--- config.mk ---
export PLATFORM = sky130hd
export DESIGN_NAME = prirv32_core_seq
export DESIGN_NICKNAME = d
export VERILOG_FILES = /design/src/rtl/prirv32_pkg.sv /design/src/rtl/prirv32_wdog.sv /design/src/rtl/prirv32_core_seq.sv
export SDC_FILE = /design/constraint.sdc
export NUM_CORES = 1
export LEC_CHECK = 0
export CAP_MARGIN = 20
export CORE_UTILIZATION = 31
export CTS_CLUSTER_SIZE = 20
export DETAILED_ROUTE_END_ITERATION = 6
export GPL_ROUTABILITY_DRIVEN = 0
export SETUP_SLACK_MARGIN = 0.4
export SLEW_MARGIN = 20
export SYNTH_ARGS = -nofsm -noshare
export SYNTH_HDL_FRONTEND = slang
export SYNTH_SLANG_ARGS = --single-unit
--- constraint.sdc ---
create_clock -name clk_in -period 2.1 [get_ports clk_in]
set_input_delay 0.42 -clock clk_in [delete_from_list [all_inputs] [get_ports clk_in]]
set_output_delay 0.42 -clock clk_in [all_outputs]
set_load 0.02 [all_outputs]
--- src/rtl/prirv32_pkg.sv ---
// Shared constants for the priRV32 core: widths, sequencer state encoding, trap causes.
package prirv32_pkg;

    localparam int unsigned XLEN    = 32;
    localparam int unsigned REG_AW  = 5;
    localparam int unsigned PC_STEP = 4;

    // Sequencer state encoding
    localparam logic [2:0] SEQ_IDLE  = 3'd0;
    localparam logic [2:0] SEQ_FETCH = 3'd1;
    localparam logic [2:0] SEQ_EXEC  = 3'd2;
    localparam logic [2:0] SEQ_WB    = 3'd3;
    localparam logic [2:0] SEQ_TRAP  = 3'd4;

    // Trap cause codes reported on trap_cause_o
    localparam logic [1:0] CAUSE_NONE    = 2'd0;
    localparam logic [1:0] CAUSE_FETCH   = 2'd1;
    localparam logic [1:0] CAUSE_ILLEGAL = 2'd2;
    localparam logic [1:0] CAUSE_WDOG    = 2'd3;

    // Jump/branch targets must be word aligned (no compressed instructions)
    function automatic logic tgt_misaligned(input logic [XLEN-1:0] tgt);
        return tgt[1:0] != 2'b00;
    endfunction

endpackage

--- src/rtl/prirv32_wdog.sv ---
// EXU watchdog: counts enabled cycles and flags the cycle that completes the
// (2**WDOG_W-1)-th consecutive enabled cycle.
module prirv32_wdog #(
    parameter int unsigned WDOG_W = 8
) (
    input  logic clk_in,
    input  logic rst_n,
    input  logic clr,
    input  logic en,
    output logic expire
);

    // Count value present during the last allowed cycle (2**WDOG_W - 2)
    localparam logic [WDOG_W-1:0] LAST = ~WDOG_W'(1);

    logic [WDOG_W-1:0] cnt_q;

    // Expiry is combinational so the owner can react on the same edge
    always_comb begin
        expire = en && (cnt_q == LAST);
    end

    // Counter: cleared whenever the owner is not waiting, otherwise counts up
    always_ff @(posedge clk_in) begin
        if (!rst_n || clr) begin
            cnt_q <= '0;
        end else if (en && !expire) begin
            cnt_q <= cnt_q + WDOG_W'(1);
        end
    end

endmodule

--- src/rtl/prirv32_core_seq.sv ---
// priRV32 multi-cycle sequencer: owns the PC and walks each instruction through
// FETCH -> EXEC -> WB, driving the IFU handshake, the EXU start pulse and the
// general-register write port. Any fault parks it in TRAP until reset.
module prirv32_core_seq
    import prirv32_pkg::*;
#(
    parameter logic [31:0] RESET_PC = 32'h0000_0000,
    parameter int unsigned WDOG_W   = 8
) (
    input  logic        clk_in,
    input  logic        rst_n,
    input  logic        stall_i,
    output logic        ifu_req_o,
    output logic [31:0] ifu_addr_o,
    input  logic        ifu_ack_i,
    input  logic [31:0] ifu_instr_i,
    input  logic        ifu_err_i,
    output logic        exu_start_o,
    input  logic        exu_done_i,
    input  logic        exu_br_taken_i,
    input  logic [31:0] exu_br_tgt_i,
    input  logic        exu_rd_wen_i,
    input  logic [4:0]  exu_rd_addr_i,
    input  logic [31:0] exu_rd_data_i,
    input  logic        exu_illegal_i,
    output logic [31:0] instr_o,
    output logic [31:0] pc_o,
    output logic        reg_wen_o,
    output logic [4:0]  reg_waddr_o,
    output logic [31:0] reg_wdata_o,
    output logic        trap_o,
    output logic [1:0]  trap_cause_o
);

    logic [2:0]        state_q, state_d;
    logic [XLEN-1:0]   pc_q, pc_d;
    logic [XLEN-1:0]   npc_q, npc_d;
    logic [XLEN-1:0]   instr_q, instr_d;
    logic              req_q, req_d;
    logic              start_q, start_d;
    logic              wen_q, wen_d;
    logic [REG_AW-1:0] waddr_q, waddr_d;
    logic [XLEN-1:0]   wdata_q, wdata_d;
    logic              trap_q, trap_d;
    logic [1:0]        cause_q, cause_d;

    logic in_exec;
    logic wdog_expire;
    logic exu_result_valid;

    assign in_exec = (state_q == SEQ_EXEC);
    // A done coinciding with our own start pulse cannot belong to this instruction
    assign exu_result_valid = exu_done_i && !start_q;

    prirv32_wdog #(
        .WDOG_W (WDOG_W)
    ) u_wdog (
        .clk_in (clk_in),
        .rst_n  (rst_n),
        .clr    (!in_exec),
        .en     (in_exec),
        .expire (wdog_expire)
    );

    // Next-state and datapath decisions for every register of the sequencer
    always_comb begin
        state_d = state_q;
        pc_d    = pc_q;
        npc_d   = npc_q;
        instr_d = instr_q;
        req_d   = req_q;
        start_d = 1'b0;
        wen_d   = 1'b0;
        waddr_d = waddr_q;
        wdata_d = wdata_q;
        trap_d  = trap_q;
        cause_d = cause_q;

        case (state_q)
            SEQ_IDLE: begin
                if (!stall_i) begin
                    state_d = SEQ_FETCH;
                    req_d   = 1'b1;
                end
            end

            SEQ_FETCH: begin
                // Request stays up until the IFU answers; stall has no effect here
                if (ifu_ack_i) begin
                    req_d = 1'b0;
                    if (ifu_err_i) begin
                        state_d = SEQ_TRAP;
                        trap_d  = 1'b1;
                        cause_d = CAUSE_FETCH;
                    end else begin
                        instr_d = ifu_instr_i;
                        start_d = 1'b1;
                        state_d = SEQ_EXEC;
                    end
                end
            end

            SEQ_EXEC: begin
                // A real result wins over a watchdog expiry in the same cycle
                if (exu_result_valid) begin
                    if (exu_illegal_i || (exu_br_taken_i && tgt_misaligned(exu_br_tgt_i))) begin
                        state_d = SEQ_TRAP;
                        trap_d  = 1'b1;
                        cause_d = CAUSE_ILLEGAL;
                    end else begin
                        wen_d   = exu_rd_wen_i && (exu_rd_addr_i != '0);
                        waddr_d = exu_rd_addr_i;
                        wdata_d = exu_rd_data_i;
                        npc_d   = exu_br_taken_i ? exu_br_tgt_i : pc_q + XLEN'(PC_STEP);
                        state_d = SEQ_WB;
                    end
                end else if (wdog_expire) begin
                    state_d = SEQ_TRAP;
                    trap_d  = 1'b1;
                    cause_d = CAUSE_WDOG;
                end
            end

            SEQ_WB: begin
                pc_d = npc_q;
                if (stall_i) begin
                    state_d = SEQ_IDLE;
                end else begin
                    state_d = SEQ_FETCH;
                    req_d   = 1'b1;
                end
            end

            SEQ_TRAP: begin
                // Frozen until reset
                req_d = 1'b0;
            end

            default: begin
                state_d = SEQ_IDLE;
                req_d   = 1'b0;
            end
        endcase
    end

    // State and output registers with synchronous active-low reset
    always_ff @(posedge clk_in) begin
        if (!rst_n) begin
            state_q <= SEQ_IDLE;
            pc_q    <= RESET_PC;
            npc_q   <= RESET_PC;
            instr_q <= '0;
            req_q   <= 1'b0;
            start_q <= 1'b0;
            wen_q   <= 1'b0;
            waddr_q <= '0;
            wdata_q <= '0;
            trap_q  <= 1'b0;
            cause_q <= CAUSE_NONE;
        end else begin
            state_q <= state_d;
            pc_q    <= pc_d;
            npc_q   <= npc_d;
            instr_q <= instr_d;
            req_q   <= req_d;
            start_q <= start_d;
            wen_q   <= wen_d;
            waddr_q <= waddr_d;
            wdata_q <= wdata_d;
            trap_q  <= trap_d;
            cause_q <= cause_d;
        end
    end

    assign ifu_req_o    = req_q;
    assign ifu_addr_o   = pc_q;
    assign pc_o         = pc_q;
    assign instr_o      = instr_q;
    assign exu_start_o  = start_q;
    assign reg_wen_o    = wen_q;
    assign reg_waddr_o  = waddr_q;
    assign reg_wdata_o  = wdata_q;
    assign trap_o       = trap_q;
    assign trap_cause_o = cause_q;

endmodule

# Word level (Yosys, flattened, before mapping)
# Index checks and enable logic that the tools add are counted.
dict set report op_classes {
  n_eq_ne 11
  reduce_logical 23
  n_bitwise 6
  n_mux 25
  n_addsub 2
}
# cell count
set ops {}
lappend ops {{32-bit by 3-bit adder with 32-bit output (second input constant)} 1}
lappend ops {{32-bit two-way mux} 1}
lappend ops {{3-bit two-way mux} 6}
lappend ops {{3-bit case mux with 5 select lines} 1}
lappend ops {{3-bit AND reduction} 4}
lappend ops {{2-bit two-way mux} 5}
lappend ops {{1-bit two-way mux} 9}
lappend ops {{8-bit by 1-bit adder with 8-bit output (second input constant)} 1}
lappend ops {{8-bit equality test (second input constant)} 1}
lappend ops {{2-bit inequality test (second input constant)} 4}
lappend ops {{3-bit by 2-bit equality test with 1-bit output (second input constant)} 2}
lappend ops {{1-bit NOT} 6}
lappend ops {{1-bit logical AND} 5}
lappend ops {{5-bit AND reduction} 1}
lappend ops {{5-bit nonzero test} 1}
lappend ops {{1-bit logical NOT} 4}
lappend ops {{2-bit case mux with 2 select lines} 1}
lappend ops {{4-bit AND reduction} 1}
lappend ops {{2-bit nonzero test} 2}
lappend ops {{4-bit OR reduction} 1}
lappend ops {{3-bit by 1-bit equality test with 1-bit output (second input constant)} 1}
lappend ops {{3-bit equality test (second input constant)} 1}
lappend ops {{3-bit logical NOT} 1}
lappend ops {{3-bit by 1-bit inequality test with 1-bit output (second input constant)} 1}
lappend ops {{other kinds (5)} 6}
dict set report totals {
  register_bits 150
  wordCells 79
  output_inout_bits 139
}

# Longest topological paths before layout
# Gate-level depths: netlist of the first run.
dict set report depth {
  word_depth 6
  mapped_depth 7
  ltp_nobuf 7
}

# Cells and area by module
# A second synthesis of the first run with hierarchy kept.
dict set report hier_totals {
  hier_cells 825
  area_unflattened_um2 6496.2
}
# mod cells_each instances area_per_inst_um2 seq_area_each_um2
set modules_own_cells {}
lappend modules_own_cells {prirv32_core_seq 776 1 6063.3 2842.7}
lappend modules_own_cells {prirv32_wdog 49 1 432.9 160.2}

# Worst setup path after synthesis of the first run
# OpenSTA, ideal clock, no wires.
dict set report synth_timing {
  path_type {reg2reg}
  from {register pc_q[2] (netlist: ifu_addr_o[2])}
  to {register npc_q[26]}
  path_slack_ns 0.128
  arrival_ns 1.880
  n_path_buf 1
  synth_period_minus_slack_ns 1.972
  stages_incl_launch_ff 8
  path_cell_list {dfxtp_1 ha_1 clkbuf_1 inv_1 nor3_2 nand4_1 xor2_1 o32ai_1}
}
dict set report synth_between {
  elab_chain_len 2
}
# item line
set synth_rtl {}
lappend synth_rtl {{start: declaration} prirv32_core_seq.sv:36} ;# logic [XLEN-1:0] pc_q, pc_d;
lappend synth_rtl {{start signal: assignment} prirv32_core_seq.sv:162} ;# pc_q <= pc_d;
lappend synth_rtl {{32-bit by 3-bit adder with 32-bit output} prirv32_core_seq.sv:114} ;# npc_d = exu_br_taken_i ? exu_br_tgt_i : pc_q + XLEN'(PC_STEP);
lappend synth_rtl {{32-bit two-way mux} prirv32_core_seq.sv:114}
lappend synth_rtl {{end signal: assignment} prirv32_core_seq.sv:163} ;# npc_q <= npc_d;
lappend synth_rtl {{end: declaration} prirv32_core_seq.sv:37} ;# logic [XLEN-1:0] npc_q, npc_d;
# No other way between the ends.
# A chain may end at the register's enable or synchronous reset.

# Final worst setup path of the first run
# Ends and elaborated chain as after synthesis.

==> qor.yml, run 1 <==
yosys:
  yosysWarnings: 0
  synth.distinct_cells: 49
  synth-edff-count: 0
  synth_seq_cells: 150
  synth_area_mm2: 0.00655
  ys_seq_area_frac: 0.458
  synth_flop_cell: "dfxtp_1"
  synth.avg_cell_area_um2: 7.88
  synth_cells: 831
  syn-num-nets: 944
  synthArstFlopShare: 0
worst_setup_path:
  worst_path_largest_cell_delay_ns: 0.41
  crit_path_start_kind: "flip-flop"
  cp-end-kind: "flip-flop"
  path_cells: "ha_1 -> inv_1 -> nor3_4 -> nand4_1 -> xor2_1 -> o32ai_1"
  critical_path.max_fanout: 9
  crit_slowest_cell: "dfxtp_4"
  cp.arrival_ns: 2.01
  critPathKind: "flip-flop to flip-flop"
  rrSetupSlack_ns: 0.41
  cp.required_ns: 2.43
clock_tree:
  cts.sinks: 150
  clkLatencyLatePin_ns: 0.42
  cts_buffers: 17
  cts_buffer_depth: 2
  h-tree-depth: 4
  clkTransAtPathRegs_ns: 0.06
  cts_hold_buffers: 0
  cts_tree: "yes"
  cts-root-buf: "clkbuf_16"
global_routing:
  first_global_vias: 6332
  grt_pass1_wl_mm: 33.5
  antenna_found_initial: 1
  overflow: 0
  grt_usage: 0.197
  grt_start_max_net_pins: 39
cells_and_area:
  drive_gt1_frac: 0.143
  fillers: 2060
  area_growth_pct: 54.4
  final_cell_mix: "228 x nand2_1, 132 x a21oi_1, 126 x dfxtp_1"
  final_common_cell: "nand2_1"
  final_nets: 1189
  diodes: 0
  utilization: 0.493
floorplanning:
  die_area_mm2: 0.0217
  rows: 52
  core_region_area_mm2: 0.0205
  initial_core_util: 0.320
  io_pins: 249
  die_h_um: 147
  die_x_um: 147
sta:
  clock_skew_ns: 0.0114
  setup_viol: 0
  tightest_slew_ns: 0.749
  setup_tns_ns: 0
  drv_slew: 0
  rsz0062_at_grt: "yes"
  max_freq_ghz: 0.593
  min_period_ns: 1.69
  maxSlewHeadroom: 0.501
  fin_crit_sh: 0.803
  hold_viol: 0
flow_run:
  drv_cap: 0
power:
  power.leakage_nw: 4.23
  p_per_area_mw_per_mm2: 671
  ir_drop_mv: 0.528
routing:
  detail_route.wl_per_cell_um: 15.5
  drt_pass1_iterations: 5
  drc: 0
  ant_nets: 0
  drt_iter0_markers: 344
  num_vias: 6581
  viasPerCell: 4.84
  totalWireLength_mm: 21.0
placed_design:
  dp_hpwl_mm: 14.6
  place.port_buffers: 248
worst_hold_path:
  hold_class: "flip-flop to flip-flop"
run_status:
  outcome: "complete, no violations"
==> state kept, by name, summed over array words and instances, names as in the netlist, 2 cells and up <==
register,cells
reg_wdata_o,32
reg_waddr_o,5
instr_o,32
ifu_addr_o,32
u_wdog.cnt_q,8
npc_q,32
trap_cause_o,2
state_q,3
==> area by class of cell <==
cell class              count  area (um^2)  share of cell area
clock inverters            14          116              0.0115
clock buffers              18          439              0.0434
inverters                   7         28.8             0.00285
flip-flops and latches    150         3060               0.303
repair buffers            311         2900               0.287
multi-input cells         589         3230               0.319
well taps                 270          338              0.0334
==> kinds of logic (layout without fill, tap and decap cells) <==
group	after synthesis	in the layout	synth area share
buffers and inverters	92	350	0.0737
DFF	150	150	0.458
AOI/OAI and AO/OA	183	183	0.155
adders and majority gates	3	3	0.00573
and+or+nand+nor	366	366	0.257
muxes	5	5	0.00764
xor gates and xnor gates	32	32	0.0428
==> power by group <==
part | switching [mW] | internal, mW | total, mW
clock | 1.34 | 1.57 | 2.91
sequential | 0.0671 | 2.92 | 2.99
combinational | 0.465 | 0.424 | 0.889
==> worst paths after layout <==
| check | start | to | cells after the start |
|---|---|---|---|
| min | trap_cause_o[0] | trap_cause_o[0] | 2 |
| max | ifu_addr_o[2] | npc_q[26] | 6 |
| min reg2reg | trap_cause_o[0] | trap_cause_o[0] | 2 |
| max reg2reg | ifu_addr_o[2] | npc_q[26] | 6 |
==> Yosys cell counts, types with 2 or more instances <==
cell type / number / area share
buf_4: 34 / 0.039
clkbuf_1: 42 / 0.024
nor3_1: 5 / 0.0038
o31ai_1: 7 / 0.0080
nor2_1: 35 / 0.020
nand3_1: 30 / 0.023
o32ai_1: 6 / 0.0080
a21oi_1: 132 / 0.10
a21boi_0: 2 / 0.0023
and4_1: 3 / 0.0040
ha_1: 3 / 0.0057
and2_1: 2 / 0.0019
and3_1: 15 / 0.014
o22ai_1: 5 / 0.0048
buf_2: 8 / 0.0061
o211ai_1: 5 / 0.0057
mux2i_1: 5 / 0.0076
or4_1: 3 / 0.0034
inv_1: 6 / 0.0034
nand4_2: 3 / 0.0057
xnor2_1: 11 / 0.015
a211oi_1: 7 / 0.0080
nand2_1: 230 / 0.13
dfxtp_1: 150 / 0.46
nor3_2: 2 / 0.0031
nand2b_1: 8 / 0.0076
o21ai_0: 12 / 0.0092
nor4_1: 7 / 0.0067
nand4_1: 11 / 0.011
xor2_1: 21 / 0.028
nand3b_1: 3 / 0.0034
==> stage by stage <==
stage	power, mW	cell area (um^2)	setup slack [ns]	instances	hold WS, ns
6_report	6.79	10100	0.415	1359	0.444
5_1_grt	7.08	10100	0.358	1359	0.466
4_1_cts	6.86	10000	0.333	1353	0.439
3_5_place_dp	3.99	9450	-0.194	1314	0.440
3_3_place_gp	3.99	9450	-0.118	1314	0.430
2_1_floorplan	3.48	6600	0.405	831	0.422
==> worst max-delay path: cells and delay by family, from the launching register on <==
family / cells / cell delay [ns]
AND/OR/NAND/NOR: 2 / 0.48
flip-flops: 1 / 0.41
AO/OA/AOI/OAI: 1 / 0.26
adder cells (fa/ha/maj): 1 / 0.18
XOR/XNOR: 1 / 0.16
buffers and inverters: 1 / 0.11
==> timing repair <==
item / CTS / global route
pin swaps: 8 / 14
endpoints found under the setup margin: 198 / 144
gates resized for setup: 172 / 46
endpoints found under the hold margin: 0 / 0
buffers inserted: 7 / 6
==> layer usage <==
metal,global-route usage,wire length (um),vias up
met1,0.242,9250,3045
met3,0.0711,1840,18
met5,0,0,-
met2,0.321,9680,242
met4,0.0552,263,0
li1,-,-,3276
Power figures use the tool's default switching activity.
==> run 2, diff against run 1 <==
==> constraint.sdc (replaced) <==
create_clock -name clk_in -period 1.4 [get_ports clk_in]
set_input_delay 0.28 -clock clk_in [delete_from_list [all_inputs] [get_ports clk_in]]
set_output_delay 0.28 -clock clk_in [all_outputs]
set_load 0.02 [all_outputs]
==> run 2 against run 1 <==
Count of clock-buffer cells in the layout did not move. The flow now finishes with violations (setup timing). First-iteration DRC count decreased by 9.3%. Wire length up 14%. Fmax grew 1.9%. Core utilization grew 11 points. Clock power grew 47%. Hold slack got worse by 0.15 ns.
==> qor.yml, run 2 (synthesized netlist as in run 1, its figures left out) <==
power:
  p_per_area_mw_per_mm2: 861
  finalPower_mw: 10.6
  ir_drop_mv: 0.836
  p_int_mw: 7.65
  pwr-share-seq: 0.426
  power.leakage_nw: 4.96
  combPwrFrac: 0.169
  switching_share: 0.278
  clkPwrFrac: 0.405
  p_sw_mw: 2.94
cells_and_area:
  utilization: 0.600
  area_growth_pct: 87.9
  final_nets: 1287
  final_cell_mix: "197 x nand2_1, 181 x buf_6, 106 x clkdlybuf4s50_1"
  final_common_cell: "nand2_1"
  final_area_mm2: 0.0123
  drive_gt1_frac: 0.484
worst_setup_path:
  crit_path_start_kind: "flip-flop"
  r2r-start: "ifu_addr_o[11]"
  cp_top_family: "simple AND/OR/NAND/NOR gates"
  worstRegToRegCells: 6
  worst_path_largest_cell_delay_ns: 0.36
  critPathCapture: "npc_q[31]"
  critical_path.max_fanout: 5
  path_cells: "nand4_4 -> buf_6 -> nor3_4 -> nand4_1 -> xor2_1 -> o32ai_1"
  cp-end-kind: "flip-flop"
  critical_path_depth: 6
  rrSetupSlack_ns: -0.25
  cp.required_ns: 1.73
  cp.arrival_ns: 1.98
  critPathKind: "flip-flop to flip-flop"
  r2r_end: "npc_q[31]"
  critPathBufInv: 1
  crit_slowest_cell: "dfxtp_4"
  startpoint: "ifu_addr_o[11]"
run_status:
  violations: "setup timing"
  outcome: "complete, but fails checks"
sta:
  tightest_slew_ns: 0.583
  rsz0062_at_grt: "yes"
  whs_ns: 0.294
  clock_skew_ns: 0.00998
  maxSlewHeadroom: 0.612
  setup_viol: 112
  max_freq_ghz: 0.605
  min_period_ns: 1.65
  hold_viol: 0
  fin_crit_sh: 1.18
  post-route-worst-setup-slack_ns: -0.253
  drv_slew: 0
routing:
  viasPerCell: 4.93
  drt_iter0_markers: 312
  drc: 0
  drt_pass1_iterations: 7
  ant_nets: 0
  detail_route.wl_per_cell_um: 16.5
  num_vias: 7188
  totalWireLength_mm: 24.0
floorplanning:
  die_x_um: 147
  io_pins: 249
  die_area_mm2: 0.0217
  initial_core_util: 0.320
  die_h_um: 147
  rows: 52
  core_region_area_mm2: 0.0205
placed_design:
  dp_slack_ns: -0.653
  dp_hpwl_mm: 15.1
  placed_cell_area_mm2: 0.0100
  place.port_buffers: 248
clock_tree:
  cts.sinks: 150
  clkTransAtPathRegs_ns: 0.06
  cts-root-buf: "clkbuf_16"
  cts_hold_buffers: 0
  cts_buffer_depth: 2
  cts_buffers: 17
  cts_tree: "yes"
  h-tree-depth: 4
  clkLatencyLatePin_ns: 0.43
flow_run:
  drv_cap: 0
global_routing:
  antenna_found_initial: 1
  grt_start_max_net_pins: 49
  overflow: 0
  grt_pass1_wl_mm: 34.7
  first_global_vias: 6769
  grt_usage: 0.204
worst_hold_path:
  holdPathStages: 3
  hold_class: "input pin to flip-flop"
-- run 2: power by group through the flow --
| stage | clock [mW] | combinational (mW) | sequential [mW] |
|---|---|---|---|
| global route | 4.60 | 1.91 | 4.53 |
| floorplan | 0 | 0.571 | 4.67 |
| global placement | 0 | 1.52 | 4.56 |
| finish | 4.29 | 1.79 | 4.52 |
| CTS | 4.39 | 1.58 | 4.50 |
| detailed placement | 0 | 1.52 | 4.56 |
-- run 2: worst min-delay path by stage --
stage | startpoint | to | slack, ns
after CTS | ifu_instr_i[7] | instr_o[7] | 0.37
after global placement | npc_q[8] | ifu_addr_o[8] | 0.43
final | exu_br_tgt_i[1] | npc_q[1] | 0.29
after global routing | exu_br_tgt_i[1] | npc_q[1] | 0.28
after floorplan | ifu_ack_i | state_q[0] | 0.38
after detailed placement | npc_q[13] | ifu_addr_o[13] | 0.43
-- run 2: cell type report --
| type | instances | area, um^2 |
|---|---|---|
| fill | 1747 | 8190 |
| clock inverter | 14 | 115 |
| antenna | 1 | 2.50 |
| sequential | 150 | 3190 |
| tap | 270 | 338 |
| timing repair buffer | 409 | 4400 |
| clock buffer | 18 | 429 |
| multi-input combinational | 589 | 3800 |
| inverter | 7 | 28.8 |
-- run 2: metrics by stage --
stage,cells,TNS (ns)
after floorplan,831,-14.47
after global placement,1377,-57.95
after detailed placement,1377,-60.32
after CTS,1421,-12.73
after global routing,1457,-21.62
final,1458,-14.67
-- run 2: tightest hold or removal path: stages --
cell and delay [ns]:
dlymetal6s2s_1 0.14, mux2i_1 0.16, a211oi_1 0.09
-- run 2: layer usage --
layer | up-vias | track usage | part of all wire
met2 | 285 | 0.334 | 0.49
li1 | 3496 | - | -
met4 | 0 | 0.0742 | 0.018
met3 | 34 | 0.0795 | 0.094
met1 | 3373 | 0.240 | 0.40
met5 | - | 0 | 0
-- run 2: repair_timing --
item	4_1_cts	5_1_grt
setup buffers	11	26
pin swaps	14	82
cloned	1	10
endpoints found under the setup margin	289	289
gates resized for setup	864	275
